**config.mk**
```make
export PLATFORM = sky130hd
export DESIGN_NAME = ac_actuator_ctrl_flat
export DESIGN_NICKNAME = d
export VERILOG_FILES = /design/src/rtl/ac_actuator_ctrl_if.sv /design/src/rtl/ac_actuator_ctrl.sv /design/src/flat_wrapper.sv
export SDC_FILE = /design/constraint.sdc
export NUM_CORES = 1
export LEC_CHECK = 0
export CORE_MARGIN = 3
export CORE_UTILIZATION = 43
export CTS_CLUSTER_DIAMETER = 120
export CTS_CLUSTER_SIZE = 40
export DETAILED_ROUTE_END_ITERATION = 8
export PLACE_DENSITY = 0.64
export SLEW_MARGIN = 10
export SYNTH_ARGS = -nofsm -noshare
export SYNTH_HDL_FRONTEND = slang
export SYNTH_SLANG_ARGS = --single-unit
```
**constraint.sdc**
```tcl
create_clock -name clk -period 5.7 [get_ports clk]
set_clock_uncertainty 0.1 [all_clocks]
set_input_delay 1.425 -clock clk [delete_from_list [all_inputs] [get_ports clk]]
set_output_delay 1.425 -clock clk [all_outputs]
set_load 0.01 [all_outputs]
```
**src/rtl/ac_actuator_ctrl_if.sv**
```systemverilog
// Request/actuator bundle between the AC controller and the actuator stage.
// The master drives the request levels and the slave drives the actuator enables and status.
interface ac_actuator_ctrl_if;
    logic       heating_req;
    logic       cooling_req;
    logic       heater_on;
    logic       compressor_on;
    logic       fan_on;
    logic       busy;
    logic       conflict;
    logic [2:0] state;

    modport master (
        output heating_req,
        output cooling_req,
        input  heater_on,
        input  compressor_on,
        input  fan_on,
        input  busy,
        input  conflict,
        input  state
    );

    modport slave (
        input  heating_req,
        input  cooling_req,
        output heater_on,
        output compressor_on,
        output fan_on,
        output busy,
        output conflict,
        output state
    );
endinterface

```
**src/rtl/ac_actuator_ctrl.sv**
```systemverilog
// Actuator stage: turns heat/cool request levels into heater, compressor and fan enables.
// Protects the plant with a minimum run time, a fan overrun and a restart lockout.
module ac_actuator_ctrl #(
    parameter int unsigned MIN_ON   = 8,
    parameter int unsigned FAN_POST = 4,
    parameter int unsigned LOCKOUT  = 6,
    parameter int unsigned CNT_W    = 8
) (
    input logic               clk,
    input logic               rst,
    ac_actuator_ctrl_if.slave bus
);

    typedef enum logic [2:0] {
        StIdle   = 3'd0,
        StHeat   = 3'd1,
        StCool   = 3'd2,
        StFanRun = 3'd3,
        StLock   = 3'd4
    } state_e;

    localparam logic [CNT_W-1:0] MinOnLast = CNT_W'(MIN_ON - 1);
    localparam logic [CNT_W-1:0] FanLast   = CNT_W'(FAN_POST - 1);
    localparam logic [CNT_W-1:0] LockLast  = CNT_W'(LOCKOUT - 1);
    localparam logic [CNT_W-1:0] TimerMax  = {CNT_W{1'b1}};

    state_e           state_q, state_d;
    logic [CNT_W-1:0] timer_q, timer_d;
    logic             heat_only, cool_only;

    assign heat_only = bus.heating_req & ~bus.cooling_req;
    assign cool_only = bus.cooling_req & ~bus.heating_req;

    // A running mode only leaves once its minimum run has elapsed and the request for
    // that mode alone is gone; any mode change goes through fan overrun and lockout.
    always_comb begin
        state_d = state_q;
        case (state_q)
            StIdle: begin
                if (heat_only) begin
                    state_d = StHeat;
                end else if (cool_only) begin
                    state_d = StCool;
                end
            end
            StHeat: begin
                if ((timer_q >= MinOnLast) && !heat_only) begin
                    state_d = StFanRun;
                end
            end
            StCool: begin
                if ((timer_q >= MinOnLast) && !cool_only) begin
                    state_d = StFanRun;
                end
            end
            StFanRun: begin
                if (timer_q == FanLast) begin
                    state_d = StLock;
                end
            end
            StLock: begin
                if (timer_q == LockLast) begin
                    state_d = StIdle;
                end
            end
            default: state_d = StIdle;
        endcase
    end

    // Timer counts cycles spent in the current state and saturates instead of wrapping.
    always_comb begin
        timer_d = timer_q;
        if (state_d != state_q) begin
            timer_d = '0;
        end else if (timer_q != TimerMax) begin
            timer_d = timer_q + CNT_W'(1);
        end
    end

    always_ff @(posedge clk) begin
        if (rst) begin
            state_q <= StIdle;
            timer_q <= '0;
        end else begin
            state_q <= state_d;
            timer_q <= timer_d;
        end
    end

    always_comb begin
        bus.heater_on     = (state_q == StHeat);
        bus.compressor_on = (state_q == StCool);
        bus.fan_on        = (state_q == StHeat) || (state_q == StCool) || (state_q == StFanRun);
        bus.busy          = (state_q != StIdle);
        bus.conflict      = bus.heating_req & bus.cooling_req;
        bus.state         = state_q;
    end

endmodule
```
**src/flat_wrapper.sv**
```systemverilog
// flat-port wrapper written by rule: the top's interface ports become plain ports
module ac_actuator_ctrl_flat 
#(
    parameter int unsigned MIN_ON   = 8,
    parameter int unsigned FAN_POST = 4,
    parameter int unsigned LOCKOUT  = 6,
    parameter int unsigned CNT_W    = 8
)
  (clk, rst, bus_heating_req, bus_cooling_req, bus_heater_on, bus_compressor_on, bus_fan_on, bus_busy, bus_conflict, bus_state);
  ac_actuator_ctrl_if bus_i ();
  input logic clk;
  input logic rst;
  input wire logic [$bits(bus_i.heating_req)-1:0] bus_heating_req;
  input wire logic [$bits(bus_i.cooling_req)-1:0] bus_cooling_req;
  output wire logic [$bits(bus_i.heater_on)-1:0] bus_heater_on;
  output wire logic [$bits(bus_i.compressor_on)-1:0] bus_compressor_on;
  output wire logic [$bits(bus_i.fan_on)-1:0] bus_fan_on;
  output wire logic [$bits(bus_i.busy)-1:0] bus_busy;
  output wire logic [$bits(bus_i.conflict)-1:0] bus_conflict;
  output wire logic [$bits(bus_i.state)-1:0] bus_state;
  assign bus_i.heating_req = bus_heating_req;
  assign bus_i.cooling_req = bus_cooling_req;
  assign bus_heater_on = bus_i.heater_on;
  assign bus_compressor_on = bus_i.compressor_on;
  assign bus_fan_on = bus_i.fan_on;
  assign bus_busy = bus_i.busy;
  assign bus_conflict = bus_i.conflict;
  assign bus_state = bus_i.state;
  ac_actuator_ctrl #(.MIN_ON(MIN_ON), .FAN_POST(FAN_POST), .LOCKOUT(LOCKOUT), .CNT_W(CNT_W)) u_core (.clk(clk), .rst(rst), .bus(bus_i));
endmodule
```
Yosys cells after proc, flatten, opt, wreduce, memory -nomap -nowiden --
Cells that the tools add are included.
Storage, ports and cells: bits in registers 11, input bits 4, output and inout port bits 8, word-level logic and storage cells 33
Cells by class: $add $sub $neg 1, order comparisons 1, eq/ne operators 8, mux-type cells 7, bitwise operators 5, reductions and logical operators 9
Operators by type and width (number):
- 3-bit 2-to-1 mux | 6
- 3-bit one-hot mux with 5 select lines | 1
- 8-bit by 1-bit adder with 8-bit output, second input constant | 1
- 8-bit by 2-bit equality test with 1-bit output, second input constant | 1
- 8-bit by 3-bit equality test with 1-bit output, second input constant | 1
- 8-bit by 3-bit greater-or-equal comparator with 1-bit output, second input constant | 1
- 8-bit inequality test, second input constant | 1
- 3-bit by 2-bit equality test with 1-bit output, second input constant | 2
- 1-bit bitwise AND | 3
- 3-bit by 1-bit equality test with 1-bit output, second input constant | 1
- 3-bit equality test, second input constant | 1
- 3-bit logical NOT | 1
- 3-bit inequality test | 1
- 3-bit nonzero test | 1
- 1-bit logical AND | 2
- 1-bit logical NOT | 2
- 1-bit logical OR | 2
- 1-bit inverter | 2
- 2-bit OR reduction | 1

Longest topological paths before layout --
depth in word-level cells 8, mapped depth 7, depth with buffers taken out 7

Worst setup path after synthesis --
OpenSTA, ideal clock, no wires.
path type input -> output, start input port bus_heating_req, end output port bus_conflict, data arrival time 1.635 ns, required time 4.175 ns, slack 2.540 ns, stages on the path 2, cells stage by stage inv_1 > nor2_1
On the way: word-level cells in the longest chain between the ends 1
RTL lines:
- start: declaration | RTL line flat_wrapper.sv:13 | input wire logic [$bits(bus_i.heating_req)-1:0] bus_heating_req;
- 1-bit bitwise AND | RTL line ac_actuator_ctrl.sv:95 | bus.conflict = bus.heating_req & bus.cooling_req;
- end: declaration | RTL line flat_wrapper.sv:19 | output wire logic [$bits(bus_i.conflict)-1:0] bus_conflict;
Every way passes these cells.

Worst setup path after layout --
start input port bus_cooling_req, end output port bus_conflict
On the way: word-level cells in the longest chain between the ends 1
RTL lines:
- start: declaration | RTL line flat_wrapper.sv:14 | input wire logic [$bits(bus_i.cooling_req)-1:0] bus_cooling_req;
- 1-bit bitwise AND | RTL line ac_actuator_ctrl.sv:95
Every way passes these cells.

==> out/metrics.cfg <==
[setup_path]
worstPathArrival_ns=2.68
crit_path_max_fanout=5
end_kind=output pin
crit_type=primary input to output pin
reg2reg_to=u_core.timer_q[2]$_SDFFE_PP0P_
cp_slowest_cell=clkdlybuf4s50_1
reg2regPathDepth=6
worstPathRequired_ns=4.18
reg2reg_slack_ns=3.64
start_kind=primary input
max_stage_delay_ns=0.54
crit_top_cell=clkdlybuf4s50_1
rr_startpoint=u_core.timer_q[0]$_SDFFE_PP0P_
crit_chain=clkdlybuf4s50_1, inv_1, nor2_1, clkdlybuf4s50_1

[placement]
gp_congestion=0.757
io_buffers=11
dp_slack_ns=1.49
dp_hpwl_um=1090
placed_area_um2=811

[layout]
design_area_um2=837
num_antenna_cells=0
postLayoutCoreUtil_pct=59.8
area_growth_pct=20.8
drive_gt1_share_pct=15.8
nets=102

[yosys]
syn_area_um2=693
synth_commonest_cells=16 x nor2_1, 11 x dfxtp_1, 6 x inv_1
synth_compound_area_share_pct=26.0
synthFlopType=dfxtp_1
yosysMostFrequentCell=nor2_1
synth_cell_type_count=34
synth_simple_gate_area_share_pct=29.6
synth_nets=87
yosys_warnings=0
synthAdderAreaFrac_pct=3.61
synthTopCellsByArea=dfxtp_1 32%, nor2_1 8.7%, a211oi_2 3.6%
syn_area_per_cell_um2=8.56
synthMuxAreaShare_pct=2.89
ys_ff_latch=11
synth_edf_count=0
synth-async-reset-ratio_pct=0
synth_top_family_by_area=simple AND/OR/NAND/NOR gates
synth_area_leader_cell=dfxtp_1
synthCells=81
ys_seq_area_share_pct=31.8
yosysTopAreaCellShare_pct=31.8
synth_xor_area_share_pct=1.26

[sta]
hold_viol_final=0
fin_tns_setup_ns=0
slew_headroom_pct=70.7
setup_violations=0
period_needed_ns=4.21
post-route-period-util_pct=73.8
rsz0062_at_grt=false
fmax_mhz=238
setup_slack_ns=1.49
worst_pin_slew_ns=0.434
slew_violations=0

[routing]
wirelength_um=1460
avgRoutedWirePerCell_um=13.3
met1Wirelength_um=736
vias_per_cell=5.93
drc=0
route.met2.wl_um=655
firstDrtPassIters=4
top_layer=met3
wl_met3_um=68
ant_nets=0
vias=652
drt_iter0_drc=13

[floorplanning]
ioPinCount=12
initial_utilization_pct=49.6
die_h_um=46.2
die_x_um=46.2
core_mm2=0.00140
rows=13
die_area_mm2=0.00213

[clocking]
cts_max_level=1
clk_latency_ns=0.27
cts-buffers-inserted=3
cts_hold_buf=0
cts_root_buf=clkbuf_4
cts_sinks=11
post-cts-setup-buffers=0
cts_resized=0
clkTransAtPathRegs_ns=0.06
cts_tree=built
clockBufferDepth=2

[worst_hold_path]
worstHoldStart=u_core.timer_q[1]$_SDFFE_PP0P_
hold_depth=2
hold_path_class=register to register
hold_path_end=u_core.timer_q[1]$_SDFFE_PP0P_

[global_route]
antenna_found_initial=0
grt_max_degree=10
grtUsageTotal_pct=16.8
overflow=0
grt_pass1_vias=605
grt_pass1_wl_um=2640

[run]
drv_cap=0

[power]
power_leakage_nw=0.337
powerDensity_mw_per_mm2=215
irDropWorstVdd_mv=0.118
total_power_uw=180

[status]
status=finished, final reports clean

## kinds of logic (layout without fill, tap and decap cells)
| logic type | Yosys count | in the layout |
|---|---|---|
| flops | 11 | 11 |
| xor+xnor | 1 | 1 |
| simple gates | 38 | 38 |
| mux | 2 | 2 |
| buf+inv | 7 | 21 |
| fa+ha+maj | 2 | 2 |
| compound gates | 20 | 20 |
## through the flow
stage	instances	hold WS [ns]
after detailed placement	106	0.462
final	110	0.478
after CTS	110	0.488
after global routing	110	0.512
after floorplan	81	0.432
after global placement	106	0.448
## registers in the layout, summed over array words and instances (netlist names)
name / cells
u_core.bus.state: 3
u_core.timer_q: 8
## report_power, final
group          leakage (nW)  internal (mW)  switching (mW)
Sequential           0.0893         0.0801         0.00511
Clock                0.0150         0.0271          0.0254
Combinational         0.233         0.0213          0.0207
Total                 0.337          0.128          0.0512
## worst max-delay path, delay by kind of cell
kind	cells	cell delay [ns]
buffers and inverters	3	1.16
AND/OR/NAND/NOR	1	0.10
## placed cells by master (no fill, tap or decap), types with 2 or more instances in the layout
master	instances
nand2_1	5
mux2i_1	2
nand3_1	5
dfxtp_1	11
a31oi_1	4
clkbuf_4	3
clkdlybuf4s50_1	11
o21ai_2	2
a211oi_2	2
nor2_1	16
inv_1	6
o21ai_0	3
ha_1	2
## cell type report
cell class / count / area [µm²]
flip-flops and latches: 11 / 220
multi-input cells: 63 / 439
clock buffers: 4 / 26.3
well taps: 15 / 18.8
fillers: 140 / 562
inverters: 6 / 22.5
repair buffers: 11 / 110
## worst max-delay path by stage
stage                    startpoint           end  slack [ns]
finish              bus_cooling_req  bus_conflict        1.49
global route        bus_heating_req  bus_conflict        1.39
CTS                 bus_cooling_req  bus_conflict        1.48
detailed placement  bus_cooling_req  bus_conflict        1.49
global placement    bus_cooling_req  bus_conflict        1.51
floorplan           bus_heating_req  bus_conflict        2.54
## routing by layer
metal	track usage, %	vias up
met5	0	-
met4	1.70	0
met3	5.86	0
met2	25.5	18
met1	23.5	303
li1	-	331
No activity file was read; power rests on OpenSTA's default activity.
